<file path="src/rtl/t21_io_ctrl.sv">
// TIS-style blocking I/O controller: one read and/or write per request across four
// neighbour ports, with ANY/LAST/NIL addressing.
module t21_io_ctrl #(
    parameter int DATA_W = 11
) (
    input  logic              clk,
    input  logic              reset,
    input  logic              req,
    input  logic              rd_en,
    input  logic              wr_en,
    input  logic [2:0]        rd_dir,
    input  logic [2:0]        wr_dir,
    input  logic [DATA_W-1:0] wr_data,
    output logic              busy,
    output logic              done,
    output logic [DATA_W-1:0] rd_data,
    input  logic [DATA_W-1:0] left_in_data,
    input  logic              left_in_ready,
    output logic              left_in_ack,
    output logic [DATA_W-1:0] left_out_data,
    output logic              left_out_ready,
    input  logic              left_out_ack,
    input  logic [DATA_W-1:0] right_in_data,
    input  logic              right_in_ready,
    output logic              right_in_ack,
    output logic [DATA_W-1:0] right_out_data,
    output logic              right_out_ready,
    input  logic              right_out_ack,
    input  logic [DATA_W-1:0] up_in_data,
    input  logic              up_in_ready,
    output logic              up_in_ack,
    output logic [DATA_W-1:0] up_out_data,
    output logic              up_out_ready,
    input  logic              up_out_ack,
    input  logic [DATA_W-1:0] down_in_data,
    input  logic              down_in_ready,
    output logic              down_in_ack,
    output logic [DATA_W-1:0] down_out_data,
    output logic              down_out_ready,
    input  logic              down_out_ack
);
    typedef enum logic [1:0] {IDLE, READ, WRITE, DONE} state_t;

    localparam logic [2:0] DIR_ANY  = 3'd4;
    localparam logic [2:0] DIR_LAST = 3'd5;
    localparam logic [2:0] DIR_NIL  = 3'd6;

    state_t              state_q, state_d;
    logic [2:0]          rd_dir_q, rd_dir_d, wr_dir_q, wr_dir_d, last_q, last_d;
    logic                wr_en_q, wr_en_d;
    logic [DATA_W-1:0]   value_q, value_d, rd_data_q, rd_data_d;

    logic [3:0]              in_ready_vec, out_ack_vec, rd_mask, wr_mask, rd_win, wr_win;
    logic [3:0]              in_ack_vec, out_ready_vec;
    logic [3:0][DATA_W-1:0]  in_data_vec;
    logic [DATA_W-1:0]       sel_data;

    // Port bit order is LEFT..DOWN = 0..3, which is also the priority order.
    function automatic logic [3:0] dir_mask(input logic [2:0] dir, input logic [2:0] last);
        logic [3:0] m;
        m = 4'b0000;
        case (dir)
            3'd0, 3'd1, 3'd2, 3'd3: m = 4'b0001 << dir[1:0];
            DIR_ANY:                m = 4'b1111;
            DIR_LAST:               m = last[2] ? 4'b0000 : (4'b0001 << last[1:0]);
            default:                m = 4'b0000;
        endcase
        return m;
    endfunction

    function automatic logic [2:0] win_idx(input logic [3:0] oh);
        logic [2:0] idx;
        idx = DIR_NIL;
        for (int i = 3; i >= 0; i--) if (oh[i]) idx = 3'(i);
        return idx;
    endfunction

    assign in_ready_vec = {down_in_ready, up_in_ready, right_in_ready, left_in_ready};
    assign out_ack_vec  = {down_out_ack, up_out_ack, right_out_ack, left_out_ack};
    assign in_data_vec  = {down_in_data, up_in_data, right_in_data, left_in_data};

    always_comb begin
        rd_mask       = dir_mask(rd_dir_q, last_q);
        wr_mask       = dir_mask(wr_dir_q, last_q);
        rd_win        = (rd_mask & in_ready_vec) & (~(rd_mask & in_ready_vec) + 4'd1);
        wr_win        = (wr_mask & out_ack_vec) & (~(wr_mask & out_ack_vec) + 4'd1);
        in_ack_vec    = (state_q == READ)  ? rd_win  : 4'b0000;
        out_ready_vec = (state_q == WRITE) ? wr_mask : 4'b0000;
        sel_data      = '0;
        for (int i = 0; i < 4; i++) if (rd_win[i]) sel_data = in_data_vec[i];

        state_d   = state_q;
        rd_dir_d  = rd_dir_q;
        wr_dir_d  = wr_dir_q;
        wr_en_d   = wr_en_q;
        last_d    = last_q;
        value_d   = value_q;
        rd_data_d = rd_data_q;
        case (state_q)
            IDLE: if (req) begin
                rd_dir_d = rd_dir;
                wr_dir_d = wr_dir;
                wr_en_d  = wr_en;
                value_d  = wr_data;
                state_d  = rd_en ? READ : (wr_en ? WRITE : DONE);
            end
            READ: if (rd_mask == 4'b0000 || rd_win != 4'b0000) begin
                // A NIL read yields 0 without touching any port.
                value_d   = sel_data;
                rd_data_d = sel_data;
                if (rd_dir_q == DIR_ANY) last_d = win_idx(rd_win);
                state_d   = wr_en_q ? WRITE : DONE;
            end
            WRITE: if (wr_mask == 4'b0000 || wr_win != 4'b0000) begin
                if (wr_dir_q == DIR_ANY) last_d = win_idx(wr_win);
                state_d = DONE;
            end
            default: state_d = IDLE;
        endcase
    end

    always_ff @(posedge clk or posedge reset) begin
        if (reset) begin
            state_q   <= IDLE;
            rd_dir_q  <= DIR_NIL;
            wr_dir_q  <= DIR_NIL;
            wr_en_q   <= 1'b0;
            last_q    <= DIR_NIL;
            value_q   <= '0;
            rd_data_q <= '0;
        end else begin
            state_q   <= state_d;
            rd_dir_q  <= rd_dir_d;
            wr_dir_q  <= wr_dir_d;
            wr_en_q   <= wr_en_d;
            last_q    <= last_d;
            value_q   <= value_d;
            rd_data_q <= rd_data_d;
        end
    end

    assign busy    = (state_q != IDLE);
    assign done    = (state_q == DONE);
    assign rd_data = rd_data_q;

    assign {down_in_ack, up_in_ack, right_in_ack, left_in_ack}         = in_ack_vec;
    assign {down_out_ready, up_out_ready, right_out_ready, left_out_ready} = out_ready_vec;
    assign left_out_data  = value_q;
    assign right_out_data = value_q;
    assign up_out_data    = value_q;
    assign down_out_data  = value_q;
endmodule

</file>
<file path="config.mk">
export PLATFORM = sky130hd
export DESIGN_NAME = t21_io_ctrl
export DESIGN_NICKNAME = d
export VERILOG_FILES = /design/src/rtl/t21_io_ctrl.sv
export SDC_FILE = /design/constraint.sdc
export NUM_CORES = 1
export LEC_CHECK = 0
export ABC_AREA = 1
export BUFFER_PORTS_ARGS = -buffer_cell sky130_fd_sc_hd__clkbuf_2
export CAP_MARGIN = 20
export CORE_MARGIN = 2
export CORE_UTILIZATION = 30
export CTS_CLUSTER_DIAMETER = 50
export DETAILED_ROUTE_END_ITERATION = 10
export HOLD_SLACK_MARGIN = 0.12
export RECOVER_POWER = 25
export SKIP_CTS_REPAIR_TIMING = 1
export SLEW_MARGIN = 25
export SYNTH_ARGS = -nofsm -noshare
export SYNTH_HDL_FRONTEND = slang
export SYNTH_SLANG_ARGS = --single-unit
</file>
<file path="constraint.sdc">
create_clock -name clk -period 2.42 [get_ports clk]
set_input_delay 0.242 -clock clk [delete_from_list [all_inputs] [get_ports clk]]
set_output_delay 0.242 -clock clk [all_outputs]
set_load 0.02 [all_outputs]
</file>
**After elaboration in Yosys (flattened, before gate mapping)**

Index checks and enable logic that the tools add are counted.

- Eq/ne operators: 18
- Muxes and demuxes: 32
- Add/subtract/negate cells: 2
- Reduce and logical (&&, ||, !) cells: 19
- Bitwise operators: 6
- Shift operators: 3

Operators with widths:

| kind | number |
|---|---|
| $mux W11 | 6 |
| $mux W3 | 12 |
| $pmux W4 S3 | 2 |
| $pmux W11 S2 | 1 |
| $and A4 B4 Y4 | 4 |
| $eq A3 B2 Y1 const B | 4 |
| $eq A3 B3 Y1 const B | 4 |
| $mux W4 | 3 |
| $shl A1 B2 Y4 const A | 3 |
| $add A4 B1 Y4 const B | 2 |
| $logic_not A4 Y1 | 2 |
| $mux W2 | 4 |
| $ne A2 B1 Y1 const B | 4 |
| $not A4 Y4 | 2 |
| $reduce_bool A4 Y1 | 2 |
| $reduce_or A4 Y1 | 2 |
| $eq A3 B1 Y1 const B | 2 |
| $logic_not A3 Y1 | 2 |
| $pmux W2 S3 | 1 |
| $pmux W3 S2 | 1 |
| $reduce_and A3 Y1 | 2 |
| $reduce_bool A2 Y1 | 3 |
| $reduce_and A5 Y1 | 1 |
| $eq A2 B2 Y1 const B | 2 |
| 6 further kinds | 9 |

- Output and inout port bits: 65
- Flip-flop bits (word level): 34
- Word-level logic and storage cells: 87

**Depth between registers and ports, before layout**

- Depth in word-level cells: 14
- Mapped depth: 13
- Depth with buffers taken out: 13

**Worst setup path after synthesis**

No wires, ideal clock.

- Path type: reg2reg
- Start: register last_q[2]
- End: register value_q[0], in the netlist down_out_data[0]
- Period minus slack after synthesis: 1671 ps
- Data required time: 2303 ps
- Cell stages (with the launch flop): 13
- Data arrival time: 1554 ps
- Setup slack: 749 ps
- Setup time: 117 ps
- Cell sequence: dfstp_2 > inv_2 > nand3_1 > nand2_1 > a21oi_2 > nor2_1 > nor2_4 > nand3_4 > nand2_4 > buf_12 > nor2_2 > nand2_1 > nand2_1

- Cells in the longest elaborated chain, start to end: 12

Ends and longest elaborated chain:

| item | RTL line | RTL |
|---|---|---|
| start: declaration | 49 | `logic [2:0] rd_dir_q, rd_dir_d, wr_dir_q, wr_dir_d, last_q, last_d;` |
| start signal: assignment | 136 | `last_q <= last_d;` |
| $mux W4 (*) | 65 | `DIR_LAST: m = last[2] ? 4'b0000 : (4'b0001 << last[1:0]);` |
| $pmux W4 S3 (*) | 62 | `case (dir)` |
| $and A4 B4 Y4 | 85 | `rd_win = (rd_mask & in_ready_vec) & (~(rd_mask & in_ready_vec) + 4'd1);` |
| $not A4 Y4 | 85 |  |
| $add A4 B1 Y4 | 85 |  |
| $and A4 B4 Y4 | 85 |  |
| $mux W11 (4 in a row) | 90 | `for (int i = 0; i < 4; i++) if (rd_win[i]) sel_data = in_data_vec[i];` |
| $mux W11 | 107 | `READ: if (rd_mask == 4'b0000 \|\| rd_win != 4'b0000) begin` |
| $pmux W11 S2 | 99 | `case (state_q)` |
| end signal: assignment | 137 | `value_q <= value_d;` |
| end: declaration | 51 | `logic [DATA_W-1:0] value_q, value_d, rd_data_q, rd_data_d;` |

Mark *: on every way between the ends. The rest lies on a longest branch, timed or not. The select of a mux whose other input is x is not followed.
A chain may end at the register's enable or synchronous reset.

**Worst setup path after layout**

- Start: register last_q[0]
- End: output port down_in_ack

- Cells in the longest elaborated chain, start to end: 8

Ends and longest elaborated chain:

| item | RTL line | RTL |
|---|---|---|
| $shl A1 B2 Y4 (*) | 65 |  |
| $mux W4 (*) | 65 |  |
| $pmux W4 S3 (*) | 62 |  |
| $and A4 B4 Y4 (*) | 85 |  |
| $not A4 Y4 | 85 |  |
| $add A4 B1 Y4 | 85 |  |
| $and A4 B4 Y4 (*) | 85 |  |
| $mux W4 (*) | 87 | `in_ack_vec = (state_q == READ) ? rd_win : 4'b0000;` |
| end: declaration | 37 | `output logic down_in_ack,` |

Mark *: on every way between the ends. The rest lies on a longest branch, timed or not.

==> metrics.csv <==
stage,metric,value,unit
floorplan,row count,34,
timing,Max-slew headroom,60.3,%
floorplan,Die W,98.8,um
logic_synthesis,yosys warns,0,
setup_path,"Req. time, crit path",2.18,ns
logic_synthesis,main combinational cell family by area after synthesis,simple AND/OR/NAND/NOR gates,
detailed_routing,drt total wl,8.29,mm
logic_synthesis,Netlist cell types,29,
logic_synthesis,register area share after synthesis,31.8,%
floorplan,Core Area,8720,sq um
clock_network,Num CTS Buffers,5,
layout,layout overhead on the synthesized area,22.9,%
layout,net total in the final layout,595,
detailed_routing,post-DR vias/cell,4.51,
clock_network,clock slew at reported path FFs,0.07,ns
placed_design,hpwl dp,6.66,mm
logic_synthesis,Yosys reg bits,34,
grt,total grt overflow,0,
logic_synthesis,Synth Instances,412,
detailed_routing,drt drc,0,
clock_network,CTS root buf,clkbuf_8,
grt,Overall Global Routing Usage,16.7,%
placed_design,Placer Congestion,0.951,
logic_synthesis,Simple-Gate Fraction of Synth Area,44.7,%
setup_path,r2r setup slk,0.44,ns
timing,Final Hold Viols,0,
timing,TNS Setup,0,ns
setup_path,CP max FO,12,
floorplan,DIE AREA,9770,sq um
setup_path,worst setup path end,down_in_ack,
logic_synthesis,Post-Synth Adder-Cell Area,1.85,%
setup_path,critical path type,reg2out,
grt,largest net degree at the start of global routing,38,
timing,RSZ-0062 raised after global routing,no,
detailed_routing,detailed-route via count,2823,
timing,Final Max Slew Viols,0,
logic_synthesis,Mapped Area,2700,sq um
min_path,HP Class,in2reg,
timing,clk_skew,0.00801,ns
setup_path,CP endpoint kind,output port,
power,pwr dens,1410,nW/um^2
setup_path,FF-to-FF End,down_out_data[8],
grt,first-pass GRT wire length,12.9,mm
setup_path,R2R depth,11,
clock_network,Clock Latency Late Sink,0.29,ns
setup_path,critical path startpoint,last_q[0],
grt,initial antenna violation count,0,
layout,Antenna Cells,0,
detailed_routing,starting DRC count in detailed routing,169,
min_path,worst min-delay path startpoint,wr_dir[1],
power,Pleak,1.92,nW
status,status,"finished, final reports clean",
run,number of max-cap violations,0,
timing,achievable frequency,448,MHz
clock_network,CTS tree,yes,
timing,period utilization,92.2,%
clock_network,clock sinks,34,
timing,min cycle time layout,2.23,ns
logic_synthesis,xor/xnor share of the synthesized area,0,%
logic_synthesis,syn nets,490,
timing,Final Setup Violations,0,
floorplan,die height,98.8,um
floorplan,# IOs,139,
power,Pwr Total,4.66,mW
placed_design,number of port buffers,138,
grt,vias in the first global route,2616,
detailed_routing,Post-DRT Antenna Nets,0,
logic_synthesis,post-synthesis mux area share,0,%
detailed_routing,total iterations of the first detailed-routing run,5,
setup_path,Worst EP arrival,1.99,ns
layout,layout cell share with drive strength beyond 1,32.8,%
clock_network,htree depth,2,
power,IR Drop Worst-Case VDD,0.418,mV
logic_synthesis,post-synthesis compound-gate area fraction,4.27,%
logic_synthesis,syn_area_per_cell,6.55,sq um
clock_network,Clock Tree Buf Depth,2,
timing,Least-Margin Pin Slew,0.595,ns
floorplan,initial core utilization,30.9,%
setup_path,worst r2r src,last_q[2],
detailed_routing,WL per Instance,13.2,um
setup_path,crit path launch type,flip-flop,
==> through the flow <==
stage | instances | hold WS, ns | util (%) | worst slack, ns | area [sq um]
detailed placement | 616 | 0.331 | 37.0 | 0.137 | 3230
CTS | 624 | 0.0202 | 38.0 | 0.113 | 3320
global placement | 616 | 0.320 | 37.0 | 0.178 | 3230
global route | 626 | 0.195 | 38.0 | 0.00876 | 3320
finish | 626 | 0.173 | 38.0 | 0.188 | 3320
floorplan | 412 | 0.372 | - | 0.749 | 2700
==> flip-flops by register name (all words and copies together), names as in the netlist <==
register and cells:
last_q 3, rd_data 11, rd_dir_q 3, wr_dir_q 3, down_out_data 11, state_q 2
wr_en_q 1
==> worst max-delay path, stage by stage, from the launching register on <==
cell and delay, ns:
dfrtp_1 0.43, nor2_2 0.18, nand3_1 0.10, nand2_1 0.10, nand3_2 0.12, nand2_1 0.14
clkinvlp_4 0.25, nand2_1 0.17, nor2_1 0.06, clkbuf_2 0.16
==> synth_stat cells (all sizes together) <==
library cell	instances	area share, %
nor3	1	0.19
dfrtp	28	26
clkbuf	3	0.42
nor2	54	8.9
clkinv	8	1.1
a21boi	1	0.28
ha	4	1.9
nand3	51	11
nand2	150	22
inv	27	3.8
a21oi	13	2.7
nand4	14	3.2
dfstp	6	5.8
o21ai	7	1.3
buf	44	12
or2	1	0.23
==> cell usage in the layout (no fill, tap or decap), drive strengths merged, types with 4 or more instances in the layout <==
master	synthesis	final
a21oi	13	13
nand2	150	150
dfstp	6	6
ha	4	4
dfrtp	28	28
nand4	14	14
nor2	54	54
inv	27	26
nand3	51	51
buf	44	6
clkinv	8	9
o21ai	7	7
clkbuf	3	145
==> report_power, final <==
| group | switching, mW | total [mW] | internal (mW) | leakage [nW] |
|---|---|---|---|---|
| registers | 0.256 | 1.11 | 0.850 | 0.415 |
| clock network | 0.220 | 0.450 | 0.230 | 0.0482 |
| logic | 2.15 | 3.11 | 0.962 | 1.45 |
| total | 2.62 | 4.66 | 2.04 | 1.92 |
==> cell type report <==
type	instances	area [sq um]
fill	955	5400
clock buffer	7	86.3
sequential	34	858
inverter	35	135
timing repair buffer	145	722
clock inverter	1	5.00
tap	108	135
multi-input combinational	296	1380
==> how the worst min path moves through the flow <==
stage,slack [ns],cells after the start,end
floorplan,0.37,2,rd_dir_q[1]
global placement,0.32,2,wr_dir_q[0]
detailed placement,0.33,2,wr_dir_q[0]
CTS,0.02,2,state_q[1]
global route,0.19,3,rd_dir_q[2]
finish,0.17,3,wr_dir_q[1]
==> logic make-up (layout without fill, tap and decap cells) <==
group                    Yosys count  in the layout
AO/OA/AOI/OAI                     21             21
AND/OR/NAND/NOR                  271            271
adder cells (fa/ha/maj)            4              4
flip-flops                        34             34
buffers and inverters             82            188
==> metal layers <==
metal	wire length, um	GRT usage [%]	vias up
met3	427	2.13	10
met4	140	4.43	0
met5	0	0	-
met2	4060	28.1	88
li1	-	-	1474
met1	3660	22.7	1251
Power figures use the tool's default switching activity.
